$ cat src/rtl/ro_serial_pkg.sv
// Shared types and constants for the ring-oscillator frame serializer.
// Imported by the serializer top and its interface users.
package ro_serial_pkg;

    typedef enum logic [2:0] {
        ST_IDLE = 3'd0,
        ST_SYNC = 3'd1,
        ST_DATA = 3'd2,
        ST_CSUM = 3'd3,
        ST_GAP  = 3'd4
    } ser_state_e;

    localparam logic [7:0] SYNC_WORD_DEF = 8'hA5;
    localparam int         CSUM_W        = 8;

endpackage

$ cat src/rtl/ro_frame_serializer_if.sv
// Bus between the RO counter banks / RPi pins and the frame serializer.
// master = stimulus/counter side, slave = serializer.
interface ro_frame_serializer_if #(
    parameter int NUM_CH = 8,
    parameter int CNT_W  = 32,
    parameter int SEL_W  = 2
) ();
    logic [NUM_CH*CNT_W-1:0] counts;
    logic                    start;
    logic                    continuous;
    logic                    DATA_OUT;
    logic                    FRAME;
    logic [SEL_W-1:0]        C;
    logic                    busy;

    modport master (
        output counts, start, continuous,
        input  DATA_OUT, FRAME, C, busy
    );

    modport slave (
        input  counts, start, continuous,
        output DATA_OUT, FRAME, C, busy
    );
endinterface

$ cat src/rtl/ro_piso_shift.sv
// Parallel-load, LSB-first shift register holding the frame's count snapshot.
// Load has priority over shift; dout is always the current bit 0.
module ro_piso_shift #(
    parameter int W = 8
) (
    input  logic         data_clk,
    input  logic         reset,
    input  logic         load,
    input  logic         shift,
    input  logic [W-1:0] din,
    output logic         dout
);

    logic [W-1:0] shreg_r;

    // Snapshot register: load a whole frame of counts, then shift toward bit 0.
    always_ff @(posedge data_clk) begin
        if (!reset) begin
            shreg_r <= '0;
        end else if (load) begin
            shreg_r <= din;
        end else if (shift) begin
            shreg_r <= shreg_r >> 1;
        end else begin
            shreg_r <= shreg_r;
        end
    end

    assign dout = shreg_r[0];

endmodule

$ cat src/rtl/ro_frame_serializer.sv
// Serializes an atomic snapshot of NUM_CH ring-oscillator counts as
// sync word + count bits + XOR checksum, then advances the select lines C.
module ro_frame_serializer
    import ro_serial_pkg::*;
#(
    parameter int                NUM_CH    = 8,
    parameter int                CNT_W     = 32,
    parameter int                SEL_W     = 2,
    parameter int                SYNC_W    = 8,
    parameter logic [SYNC_W-1:0] SYNC_WORD = SYNC_W'(SYNC_WORD_DEF),
    parameter int                GAP_CYC   = 4
) (
    input  logic                   data_clk,
    input  logic                   reset,
    ro_frame_serializer_if.slave   bus
);

    localparam int TOT_W  = NUM_CH * CNT_W;
    localparam int NBYTES = TOT_W / 8;
    localparam int MAX_A  = (CNT_W > SYNC_W) ? CNT_W : SYNC_W;
    localparam int MAX_B  = (MAX_A > CSUM_W) ? MAX_A : CSUM_W;
    localparam int MAX_C  = (MAX_B > GAP_CYC) ? MAX_B : GAP_CYC;
    localparam int BIT_W  = $clog2(MAX_C);
    localparam int CH_W   = (NUM_CH > 1) ? $clog2(NUM_CH) : 1;

    localparam logic [BIT_W-1:0] SYNC_LAST = BIT_W'(SYNC_W - 1);
    localparam logic [BIT_W-1:0] CNT_LAST  = BIT_W'(CNT_W - 1);
    localparam logic [BIT_W-1:0] CSUM_LAST = BIT_W'(CSUM_W - 1);
    localparam logic [BIT_W-1:0] GAP_LAST  = BIT_W'(GAP_CYC - 1);
    localparam logic [CH_W-1:0]  CH_LAST   = CH_W'(NUM_CH - 1);

    if (CNT_W % 8 != 0) begin : g_chk_cnt_w
        $error("CNT_W must be a multiple of 8");
    end
    if (NUM_CH < 1) begin : g_chk_num_ch
        $error("NUM_CH must be at least 1");
    end
    if (GAP_CYC < 1) begin : g_chk_gap
        $error("GAP_CYC must be at least 1");
    end

    function automatic logic [CSUM_W-1:0] xor_bytes(input logic [TOT_W-1:0] v);
        logic [CSUM_W-1:0] acc;
        acc = '0;
        for (int i = 0; i < NBYTES; i++) begin
            acc = acc ^ v[i*8 +: 8];
        end
        return acc;
    endfunction

    ser_state_e        state_r, state_nx;
    logic [BIT_W-1:0]  bit_cnt_r, bit_nx;
    logic [CH_W-1:0]   ch_cnt_r, ch_nx;
    logic [CSUM_W-1:0] csum_r;
    logic [SYNC_W-1:0] sync_sr_r;
    logic [SEL_W-1:0]  c_r;
    logic              data_out_r, frame_r, busy_r;
    logic              snap_s, shift_s, frame_s, bit_s, piso_bit_s;

    ro_piso_shift #(.W(TOT_W)) u_shadow (
        .data_clk (data_clk),
        .reset    (reset),
        .load     (snap_s),
        .shift    (shift_s),
        .din      (bus.counts),
        .dout     (piso_bit_s)
    );

    // Next-state, counter and serial-bit selection; outputs lag state by one edge.
    always_comb begin
        state_nx = state_r;
        bit_nx   = bit_cnt_r + BIT_W'(1);
        ch_nx    = ch_cnt_r;
        snap_s   = 1'b0;
        shift_s  = 1'b0;
        frame_s  = 1'b0;
        bit_s    = 1'b0;
        case (state_r)
            ST_IDLE: begin
                bit_nx = '0;
                ch_nx  = '0;
                if (bus.start || bus.continuous) begin
                    state_nx = ST_SYNC;
                    snap_s   = 1'b1;
                end else begin
                    state_nx = ST_IDLE;
                end
            end
            ST_SYNC: begin
                frame_s = 1'b1;
                bit_s   = sync_sr_r[SYNC_W-1];
                if (bit_cnt_r == SYNC_LAST) begin
                    state_nx = ST_DATA;
                    bit_nx   = '0;
                    ch_nx    = '0;
                end else begin
                    state_nx = ST_SYNC;
                end
            end
            ST_DATA: begin
                frame_s = 1'b1;
                bit_s   = piso_bit_s;
                shift_s = 1'b1;
                if (bit_cnt_r == CNT_LAST) begin
                    bit_nx = '0;
                    if (ch_cnt_r == CH_LAST) begin
                        state_nx = ST_CSUM;
                        ch_nx    = '0;
                    end else begin
                        ch_nx = ch_cnt_r + CH_W'(1);
                    end
                end else begin
                    state_nx = ST_DATA;
                end
            end
            ST_CSUM: begin
                frame_s = 1'b1;
                bit_s   = csum_r[bit_cnt_r[2:0]];
                if (bit_cnt_r == CSUM_LAST) begin
                    state_nx = ST_GAP;
                    bit_nx   = '0;
                    ch_nx    = '0;
                end else begin
                    state_nx = ST_CSUM;
                end
            end
            ST_GAP: begin
                if (bit_cnt_r == GAP_LAST) begin
                    bit_nx = '0;
                    ch_nx  = '0;
                    if (bus.continuous) begin
                        state_nx = ST_SYNC;
                        snap_s   = 1'b1;
                    end else begin
                        state_nx = ST_IDLE;
                    end
                end else begin
                    state_nx = ST_GAP;
                end
            end
            default: begin
                state_nx = ST_IDLE;
                bit_nx   = '0;
                ch_nx    = '0;
            end
        endcase
    end

    // State, counters, snapshot side registers and registered outputs.
    always_ff @(posedge data_clk) begin
        if (!reset) begin
            state_r    <= ST_IDLE;
            bit_cnt_r  <= '0;
            ch_cnt_r   <= '0;
            csum_r     <= '0;
            sync_sr_r  <= '0;
            c_r        <= '0;
            data_out_r <= 1'b0;
            frame_r    <= 1'b0;
            busy_r     <= 1'b0;
        end else begin
            state_r    <= state_nx;
            bit_cnt_r  <= bit_nx;
            ch_cnt_r   <= ch_nx;
            data_out_r <= bit_s;
            frame_r    <= frame_s;
            busy_r     <= (state_nx != ST_IDLE);
            if (snap_s) begin
                csum_r    <= xor_bytes(bus.counts);
                sync_sr_r <= SYNC_WORD;
            end else if (state_r == ST_SYNC) begin
                csum_r    <= csum_r;
                sync_sr_r <= sync_sr_r << 1;
            end else begin
                csum_r    <= csum_r;
                sync_sr_r <= sync_sr_r;
            end
            // C steps on the same edge that drops FRAME, so it is stable across every frame.
            if (state_r == ST_GAP && bit_cnt_r == '0) begin
                c_r <= c_r + SEL_W'(1);
            end else begin
                c_r <= c_r;
            end
        end
    end

    assign bus.DATA_OUT = data_out_r;
    assign bus.FRAME    = frame_r;
    assign bus.C        = c_r;
    assign bus.busy     = busy_r;

endmodule

$ cat src/flat_wrapper.sv
// flat-port wrapper written by rule: the top's interface ports become plain ports
module ro_frame_serializer_flat import ro_serial_pkg::*;
#(
    parameter int                NUM_CH    = 8,
    parameter int                CNT_W     = 32,
    parameter int                SEL_W     = 2,
    parameter int                SYNC_W    = 8,
    parameter logic [SYNC_W-1:0] SYNC_WORD = SYNC_W'(SYNC_WORD_DEF),
    parameter int                GAP_CYC   = 4
)
  (data_clk, reset, bus_counts, bus_start, bus_continuous, bus_DATA_OUT, bus_FRAME, bus_C, bus_busy);
  ro_frame_serializer_if #(.NUM_CH(NUM_CH), .CNT_W(CNT_W), .SEL_W(SEL_W)) bus_i ();
  input  logic data_clk;
  input  logic reset;
  input wire logic [$bits(bus_i.counts)-1:0] bus_counts;
  input wire logic [$bits(bus_i.start)-1:0] bus_start;
  input wire logic [$bits(bus_i.continuous)-1:0] bus_continuous;
  output wire logic [$bits(bus_i.DATA_OUT)-1:0] bus_DATA_OUT;
  output wire logic [$bits(bus_i.FRAME)-1:0] bus_FRAME;
  output wire logic [$bits(bus_i.C)-1:0] bus_C;
  output wire logic [$bits(bus_i.busy)-1:0] bus_busy;
  assign bus_i.counts = bus_counts;
  assign bus_i.start = bus_start;
  assign bus_i.continuous = bus_continuous;
  assign bus_DATA_OUT = bus_i.DATA_OUT;
  assign bus_FRAME = bus_i.FRAME;
  assign bus_C = bus_i.C;
  assign bus_busy = bus_i.busy;
  ro_frame_serializer #(.NUM_CH(NUM_CH), .CNT_W(CNT_W), .SEL_W(SEL_W), .SYNC_W(SYNC_W), .SYNC_WORD(SYNC_WORD), .GAP_CYC(GAP_CYC)) u_core (.data_clk(data_clk), .reset(reset), .bus(bus_i));
endmodule
$ cat config.mk
export PLATFORM = sky130hd
export DESIGN_NAME = ro_frame_serializer_flat
export DESIGN_NICKNAME = d
export VERILOG_FILES = /design/src/rtl/ro_serial_pkg.sv /design/src/rtl/ro_frame_serializer_if.sv /design/src/rtl/ro_piso_shift.sv /design/src/rtl/ro_frame_serializer.sv /design/src/flat_wrapper.sv
export SDC_FILE = /design/constraint.sdc
export NUM_CORES = 1
export LEC_CHECK = 0
export ABC_AREA = 1
export BUFFER_PORTS_ARGS = -buffer_cell sky130_fd_sc_hd__buf_2
export CORE_ASPECT_RATIO = 0.5
export CORE_MARGIN = 2
export CORE_UTILIZATION = 30
export DETAILED_ROUTE_END_ITERATION = 7
export PLACE_DENSITY = 0.48
export SLEW_MARGIN = 25
export SYNTH_ARGS = -nofsm -noshare
export SYNTH_HDL_FRONTEND = slang
export SYNTH_SLANG_ARGS = --single-unit
export TNS_END_PERCENT = 20
$ cat constraint.sdc
create_clock -name data_clk -period 4.1 [get_ports data_clk]
set_input_delay 0.615 -clock data_clk [delete_from_list [all_inputs] [get_ports data_clk]]
set_output_delay 0.615 -clock data_clk [all_outputs]
set_load 0.05 [all_outputs]
# --- Word-level counts from Yosys, hierarchy flattened ---
# Index checks and enable logic that the tools add are counted.
word_totals:
  out_inout_bits: 5
  ff_bits: 288
  word_cells: 99
  input_bits: 260
classes:
  bitwise: 32
  addsub: 3
  n_lt_le_gt_ge: 1
  n_mux: 30
  n_reduce_logical: 11
  eq_ne: 11
op_table:
  columns: ["op", "count"]
  rows:
  - ["$mux 256", 2]
  - ["$xor 8x8->8", 31]
  - ["$mux 3", 8]
  - ["$mux 8", 2]
  - ["$mux 5", 3]
  - ["$pmux 3 s5", 1]
  - ["$pmux 5 s3", 1]
  - ["$pmux 3 s3", 1]
  - ["$mux 1", 8]
  - ["$eq 3x2->1 const B", 2]
  - ["$eq 3x3->1 const B", 2]
  - ["$ne 2x1->1 const B", 3]
  - ["$add 5x1->5 const B", 1]
  - ["$eq 5x2->1 const B", 1]
  - ["$eq 5x3->1 const B", 1]
  - ["$eq 5x5->1 const B", 1]
  - ["$logic_not 5->1", 1]
  - ["$lt 3x4->1 const B", 1]
  - ["$reduce_bool 2->1", 2]
  - ["$reduce_or 2->1", 2]
  - ["$add 3x1->3 const B", 1]
  - ["$bmux 1 s3", 1]
  - ["$eq 3x1->1 const B", 1]
  - ["$logic_not 3->1", 1]
  - ["other kinds (10)", 10]

# --- Logic depth before layout (Yosys ltp) ---
# Gate-level depths: netlist of the first run.
logic_depth:
  depth_word: 31
  ltp_mapped: 17

# --- By module ---
# A second synthesis of the first run with hierarchy kept.
hier_totals:
  cells_unflattened: 3133
  area_unflattened_um2: 18176.2
modules_own_cells:
  columns: ["module", "cells_per_inst", "instances", "area_per_inst_um2"]
  rows:
  - ["ro_piso_shift", 2186, 1, 13050.0]
  - ["ro_frame_serializer", 947, 1, 5126.2]

# --- Worst setup path after synthesis of the first run ---
# OpenSTA, ideal clock, no wires.
synth_path:
  path_kind: "input to register"
  start: "input port bus_counts[80]"
  end: "register u_core.csum_r[0]"
  path_stages: 15
  setup_slack_ns: 2.335
  required_time_ns: 3.990
  t_arrival_ns: 1.656
  cell_sequence: "or2_2 -> nand2_1 -> nand2_1 -> nand2_1 -> nand2_1 -> nand2_1 -> nand2_1 -> nand2_1 -> nand2_1 -> nand2_1 -> nand2_1 -> nand2_1 -> nand3_1 -> nand2_1 -> nor2_1"
synth_via:
  elab_chain_len: 22
synth_lines:
  columns: ["item", "line", "rtl"]
  rows:
  - ["start, declared", "flat_wrapper.sv:15", "input wire logic [$bits(bus_i.counts)-1:0] bus_counts;"]
  - ["$xor 8x8->8 (22 in series)", "ro_frame_serializer.sv:46", "acc = acc ^ v[i*8 +: 8];"]
  - ["end signal, assigned", "ro_frame_serializer.sv:169", "csum_r <= xor_bytes(bus.counts);"]
  - ["end signal, assigned", "ro_frame_serializer.sv:172", "csum_r <= csum_r;"]
  - ["end signal, assigned", "ro_frame_serializer.sv:175", "csum_r <= csum_r;"]
  - ["end, declared", "ro_frame_serializer.sv:54", "logic [CSUM_W-1:0] csum_r;"]
# Every way passes these cells.
# A chain may end at the register's enable or synchronous reset.

# --- Worst setup path in the final report of the first run ---
layout_path:
  start: "register u_core.bit_cnt_r[0]"
  end: "register u_core.u_shadow.shreg_r[135]"
layout_via:
  elab_chain_len: 4
layout_lines:
  columns: ["item", "line", "rtl"]
  rows:
  - ["start, declared", "ro_frame_serializer.sv:52", "logic [BIT_W-1:0] bit_cnt_r, bit_nx;"]
  - ["start signal, assigned", "ro_frame_serializer.sv:163", "bit_cnt_r <= bit_nx;"]
  - ["$eq 5x2->1 (*)", "ro_frame_serializer.sv:128", "if (bit_cnt_r == GAP_LAST) begin"]
  - ["$mux 1 (*)", "ro_frame_serializer.sv:128", null]
  - ["$pmux 1 s2 (*)", "ro_frame_serializer.sv:78", "case (state_r)"]
  - ["$mux 256 / $reduce_bool 2->1 (equally long branches)", null, null]
  - ["end signal, assigned", "ro_piso_shift.sv:21", "shreg_r <= din;"]
  - ["end signal, assigned", "ro_piso_shift.sv:23", "shreg_r <= shreg_r >> 1;"]
  - ["end signal, assigned", "ro_piso_shift.sv:25", "shreg_r <= shreg_r;"]
  - ["end, declared", "ro_piso_shift.sv:14", "logic [W-1:0] shreg_r;"]
# Every way passes the cells marked *; elsewhere a longest branch is shown, timed or not.

==> results.json, run 1 <==
{
  "status": "finished clean",
  "finalMaxSlewViolations": 0,
  "drc": 0,
  "clock_latency_ns": 0.58,
  "netlist_instances": 2198,
  "vias": 14553,
  "startpoint_type": "flop",
  "numCtsBuffers": 30,
  "ys_ff_latch": 288,
  "maxSlewHeadroom_pct": 51.85,
  "gr-usage-all-layers_pct": 19.85,
  "ir_worst_vdd_uv": 249.9,
  "critPathKind": "flop to flop",
  "finalHoldViolations": 0,
  "fp.dieW_microns": 319.8,
  "ios": 265,
  "fin_crit_ns": 2.402,
  "postCtsHoldBufs": 0,
  "nets": 2659,
  "fin_worst_skew_ns": 0.01301,
  "min_period_over_period_pct": 58.59,
  "setup_violations": 0,
  "detail_route.first_pass.iterations": 5,
  "fmax_ghz": 0.4163,
  "synth_nets": 2463,
  "yosysUniqueCellTypes": 35,
  "dp_hpwl_mm": 39.27,
  "cts.clk_slew.worst_paths_ns": 0.06,
  "drive_gt1_share_pct": 14.76,
  "synth.yosys.seq_area_share_pct": 38.54,
  "drv_cap": 0,
  "portBuffers": 264,
  "postRouteAntennaNets": 0,
  "grt_pass1_wl_mm": 79.52,
  "clock_sinks": 288,
  "grt_max_degree": 116,
  "dieArea_sq_um": 51780,
  "place_area_sq_um": 16760,
  "clockBufferDepth": 3,
  "synth.area.top_cells": "dfxtp_1 (39%), nand2_1 (26%), a31oi_1 (11%)",
  "grt_overflow": 0,
  "whs_path_depth": 3,
  "drt_wl_total_mm": 52.48,
  "r2r_cells": 8,
  "drt_iter0_drc": 1233,
  "holdPathEnd": "u_core.u_shadow.shreg_r[185]",
  "gp_congestion": 0.8572,
  "die_h_microns": 161.9,
  "wl_per_cell_microns": 17.09,
  "r2r-end": "u_core.u_shadow.shreg_r[135]",
  "cts_tree": "built",
  "finalPower_mw": 7.654,
  "synth_top_area_share_pct": 38.54,
  "root_buffer": "clkbuf_16",
  "crit-reg2reg-launch": "u_core.bit_cnt_r[0]",
  "crit_arrival_ns": 2.91,
  "syn-mean-instance-area_sq_um": 6.806,
  "leakagePower_nw": 7.631,
  "yosysWarnings": 0,
  "worstPathMaxFanout": 110,
  "viasPerCell": 4.739,
  "holdCritStartpoint": "bus_counts[185]",
  "htree_levels": 1,
  "rsz0062_at_grt": "false",
  "cp_data_required_time_ns": 4.61,
  "start_util_pct": 30.62,
  "antenna_found_initial": 4,
  "worstMarginPinSlew_ns": 0.7198,
  "netlist_area_sq_um": 14960,
  "final_area_sq_um": 17800,
  "core-area_sq_um": 48850,
  "post-cts-setup-buffers": 0,
  "row_count": 57,
  "yosys.area.top_type": "dfxtp_1",
  "p_per_area_nw_per_um2": 430.1,
  "cts_resized": 0,
  "areaGrowthSynthToFinish_pct": 18.96,
  "grt_pass1_vias": 13569,
  "setup_tns_ns": 0,
  "critPathCaptureType": "flop",
  "hold_class": "input pin to flop",
  "reg2reg_slack_ns": 1.70
}
-- sequential cells by signal (all words and copies together) (netlist names) --
| name | cells |
|---|---|
| u_core.u_shadow.shreg_r | 256 |
| u_core.csum_r | 8 |
| u_core.sync_sr_r | 8 |
| u_core.bit_cnt_r | 5 |
| u_core.ch_cnt_r | 3 |
| u_core.state_r | 3 |
| u_core.bus.C | 2 |
| u_core.bus.DATA_OUT | 1 |
| u_core.bus.FRAME | 1 |
| u_core.bus.busy | 1 |
-- metrics by stage --
step	utilization, %	setup WS [ns]	cells	hold WS, ns
4_1_cts	36.41	1.691	3067	0.2911
3_3_place_gp	34.30	1.362	3011	0.4488
3_5_place_dp	34.30	1.346	3011	0.4517
6_report	36.43	1.698	3071	0.3221
5_1_grt	36.43	1.511	3071	0.3145
2_1_floorplan	-	2.335	2198	0.4392
-- cell usage after synthesis (all sizes together) --
| master | number |
|---|---|
| nand2b | 2 |
| nand3b | 12 |
| o211ai | 1 |
| nand4 | 6 |
| a31oi | 256 |
| a21oi | 16 |
| a311oi | 1 |
| dfxtp | 288 |
| inv | 130 |
| nor2 | 41 |
| nor3 | 4 |
| xnor2 | 108 |
| nand2 | 1057 |
| o221ai | 2 |
| o311ai | 1 |
| ha | 5 |
| clkbuf | 39 |
| a221oi | 2 |
| buf | 78 |
| nand3 | 50 |
| or2 | 8 |
| xor2 | 70 |
| o21ai | 20 |
| clkinv | 1 |
-- report_power, final --
part	leakage (nW)	internal [mW]	switching, mW
registers	2.37	3.02	0.115
clock network	0.513	1.67	1.25
logic	4.74	0.569	1.04
total	7.63	5.25	2.40
-- layer usage --
metal	track usage (%)	vias up	part of all wire, %
met4	4.438	0	2.0
met1	27.15	6783	47
met3	2.631	58	4.1
li1	-	7464	-
met5	0	-	0
met2	33.35	248	47
-- cell families after synthesis --
family / Yosys count / share of synthesized area [%]
compound gates: 299 / 12.31
simple gates: 1180 / 31.05
xor+xnor: 178 / 10.42
flops: 288 / 38.54
fa+ha+maj: 5 / 0.4182
buf+inv: 248 / 7.259
-- worst max-delay path by stage --
stage	from	end	slack, ns	cells after the start
final	u_core.bit_cnt_r[0]	u_core.u_shadow.shreg_r[135]	1.70	8
after global routing	u_core.state_r[0]	u_core.u_shadow.shreg_r[18]	1.51	8
after CTS	u_core.state_r[0]	u_core.u_shadow.shreg_r[26]	1.69	8
after detailed placement	bus_continuous	u_core.u_shadow.shreg_r[27]	1.35	8
after global placement	bus_continuous	u_core.u_shadow.shreg_r[18]	1.36	8
after floorplan	bus_counts[80]	u_core.csum_r[0]	2.33	15
-- cells in the final DEF (no fill, tap or decap), types with 4 or more instances in the layout --
cell type  netlist  layout
clkbuf_1        38       5
nand3b_1        12      12
ha_1             5       5
xnor2_1        108     108
nand4_1          6       6
diode_2          0       4
clkbuf_16        0      31
buf_2           58     264
o21ai_0         19      19
inv_2            8       8
buf_12           0       9
buf_4           19       8
nand2_1       1055    1055
nor2_1          37      37
dfxtp_1        288     288
a31oi_1        256     256
a21oi_1         16      16
clkbuf_8         0       5
xor2_1          70      70
clkinv_2         0       9
or2_2            8       8
inv_1          122     122
nand3_1         49      49
-- critical path: stages, from the launching register on --
cell and delay, ns:
dfxtp_1 0.42, ha_1 0.23, nand3_1 0.08, inv_1 0.10, nand3_2 0.12, nand2_8 0.27, buf_12 0.41, nand2_1 0.35
a31oi_1 0.23
-- final cells by class --
| class | count | area [sq um] |
|---|---|---|
| Multi-Input combinational cell | 1662 | 8118 |
| Clock buffer | 41 | 863.3 |
| Sequential cell | 288 | 5766 |
| Tap cell | 649 | 812.0 |
| Timing Repair Buffer | 281 | 1562 |
| Antenna cell | 4 | 10.01 |
| Clock inverter | 15 | 167.7 |
| Fill cell | 5313 | 31060 |
| Inverter | 131 | 499.2 |
Note: power is estimated with default switching activity, not from simulation.
==> run 2: changes to the inputs <==
==> constraint.sdc (replaced) <==
create_clock -name data_clk -period 2.3 [get_ports data_clk]
set_input_delay 0.345 -clock data_clk [delete_from_list [all_inputs] [get_ports data_clk]]
set_output_delay 0.345 -clock data_clk [all_outputs]
set_load 0.05 [all_outputs]
==> run 2 against run 1 <==
Worst hold slack lost 0.27 ns. Die area is the same. Non-clock buffer count grew 38. Clock-buffer cell count up 4. Routed wire length is 2.4% higher. Register-to-register slack lost 1.4 ns. Cell count up 1.2%. Critical path depth increased by 1. Maximum frequency rose by 20%. Via count is 1.7% higher. Clock skew decreased by 0.0018 ns. Utilization is 0.88 points higher. Critical endpoint is now u_core.u_shadow.shreg_r[102]. Largest cell class unchanged. Highest routed layer unchanged.
==> results.json, run 2 (synthesis results as in run 1) <==
{
  "status": "finished clean",
  "antenna_found_initial": 4,
  "gr-usage-all-layers_pct": 20.31,
  "postCtsHoldBufs": 0,
  "nets": 2697,
  "die_h_microns": 161.9,
  "detail_route.first_pass.iterations": 6,
  "regMostFlops": "u_core.u_shadow.shreg_r",
  "fin_crit_ns": 2.007,
  "start_util_pct": 30.62,
  "power.share.combinational_pct": 21.6,
  "gp_congestion": 0.8540,
  "cts_tree": "built",
  "fin_worst_skew_ns": 0.01119,
  "hold_class": "input pin to flop",
  "ios": 265,
  "final_cells": 3109,
  "finalHoldViolations": 0,
  "setup_tns_ns": 0,
  "r2r-end": "u_core.u_shadow.shreg_r[102]",
  "dieArea_sq_um": 51780,
  "leakagePower_nw": 7.865,
  "largest_registers": "u_core.u_shadow.shreg_r: 256 flops, u_core.csum_r: 8 flops, u_core.sync_sr_r: 8 flops",
  "htree_levels": 1,
  "critPathCaptureType": "flop",
  "min_period_over_period_pct": 87.27,
  "post-cts-setup-buffers": 0,
  "grt_pass1_vias": 13635,
  "portBuffers": 264,
  "setup_ws_ns": 0.2927,
  "numCtsBuffers": 30,
  "critPathKind": "flop to flop",
  "grt_overflow": 0,
  "root_buffer": "clkbuf_16",
  "areaGrowthSynthToFinish_pct": 21.84,
  "post-place-ws_ns": 0.2926,
  "p_clk_share_pct": 38.0,
  "grt_max_degree": 66,
  "vias": 14794,
  "worstPathMaxFanout": 51,
  "startpoint_type": "flop",
  "drv_cap": 0,
  "clock_sinks": 288,
  "switchingPower_mw": 4.282,
  "layout_common_cells": "nand2_1 (1055), dfxtp_1 (288), buf_2 (264), a31oi_1 (256), inv_1 (122)",
  "drt_wl_total_mm": 53.76,
  "r2r_cells": 9,
  "ir_worst_vdd_uv": 443.9,
  "largest_register_ffs": 256,
  "core-area_sq_um": 48850,
  "fin_util_pct": 37.31,
  "drive_gt1_share_pct": 16.13,
  "setup_violations": 0,
  "postRouteAntennaNets": 0,
  "wl_per_cell_microns": 17.29,
  "fmax_ghz": 0.4982,
  "p_per_area_nw_per_um2": 756.7,
  "row_count": 57,
  "dp_hpwl_mm": 41.23,
  "crit_arrival_ns": 2.50,
  "drt_iter0_drc": 1256,
  "cts.clk_slew.worst_paths_ns": 0.07,
  "p_int_mw": 9.512,
  "cts_resized": 0,
  "reg2reg_slack_ns": 0.29,
  "p_sw_share_pct": 31.04,
  "clockBufferDepth": 3,
  "seq_power_share_pct": 40.5,
  "startpoint": "u_core.bit_cnt_r[1]",
  "layout_commonest_cell": "nand2_1",
  "dp.cells": 3049,
  "clock_latency_ns": 0.58,
  "viasPerCell": 4.758,
  "crit-reg2reg-launch": "u_core.bit_cnt_r[1]",
  "fp.dieW_microns": 319.8,
  "worstMarginPinSlew_ns": 0.5359,
  "finalPower_mw": 13.79,
  "drc": 0,
  "cp-endpoint": "u_core.u_shadow.shreg_r[102]",
  "rsz0062_at_grt": "false",
  "grt_pass1_wl_mm": 81.10,
  "maxSlewHeadroom_pct": 64.02,
  "finalMaxSlewViolations": 0,
  "cp_data_required_time_ns": 2.79
}
run 2: cell count changes in the layout (fill, tap and decap cells not counted), sizes merged:
cell,previous run,this run
buf,281,319
clkinv,11,5
clkinvlp,1,3
diode,4,5
clkbuf,41,45
bufinv,3,2
run 2: final cells by class:
cell class	instances	area, sq um
repair buffers	319	1976
well taps	649	812.0
clock buffers	45	938.4
diodes	5	12.51
inverters	131	499.2
fillers	5334	30620
flip-flops and latches	288	5766
multi-input cells	1662	8118
clock inverters	10	107.6
run 2: worst min path at each step:
| stage | end | startpoint | cells after the start | slack [ns] |
|---|---|---|---|---|
| 2_1_floorplan | u_core.u_shadow.shreg_r[255] | u_core.u_shadow.shreg_r[255] | 2 | 0.44 |
| 3_3_place_gp | u_core.bus.C[1] | u_core.bus.C[1] | 2 | 0.45 |
| 3_5_place_dp | u_core.sync_sr_r[1] | u_core.sync_sr_r[1] | 2 | 0.45 |
| 4_1_cts | u_core.u_shadow.shreg_r[204] | bus_counts[204] | 3 | 0.03 |
| 5_1_grt | u_core.u_shadow.shreg_r[222] | bus_counts[222] | 3 | 0.04 |
| 6_report | u_core.u_shadow.shreg_r[204] | bus_counts[204] | 3 | 0.05 |
run 2: metrics by stage:
| step | instance area [sq um] | hold WS [ns] |
|---|---|---|
| 4_1_cts | 18210 | 0.03397 |
| 3_3_place_gp | 17170 | 0.4492 |
| 6_report | 18230 | 0.05191 |
| 2_1_floorplan | 14960 | 0.4392 |
| 5_1_grt | 18230 | 0.04381 |
| 3_5_place_dp | 17170 | 0.4539 |
run 2: routing by layer:
layer,GRT usage [%],vias to the layer above,part of all wire (%)
met2,32.88,283,46
met5,0,-,0
met1,28.38,6916,47
met3,2.930,64,4.5
li1,-,7531,-
met4,5.210,0,2.2
run 2: critical path, stage by stage, from the launching register on:
cell and delay [ns]:
dfxtp_1 0.41, ha_1 0.22, nand3_1 0.09, inv_1 0.10, nand3_2 0.12, nand2_8 0.17
buf_12 0.26, buf_12 0.23, nand2_1 0.07, a31oi_1 0.18
run 2: power by group through the flow:
stage          sequential, mW  clock [mW]  combinational [mW]
2_1_floorplan            5.64           0                1.83
3_5_place_dp             5.68           0                2.98
6_report                 5.58        5.24                2.97
3_3_place_gp             5.68           0                2.95
4_1_cts                  5.58        5.35                2.99
5_1_grt                  5.62        5.54                3.32
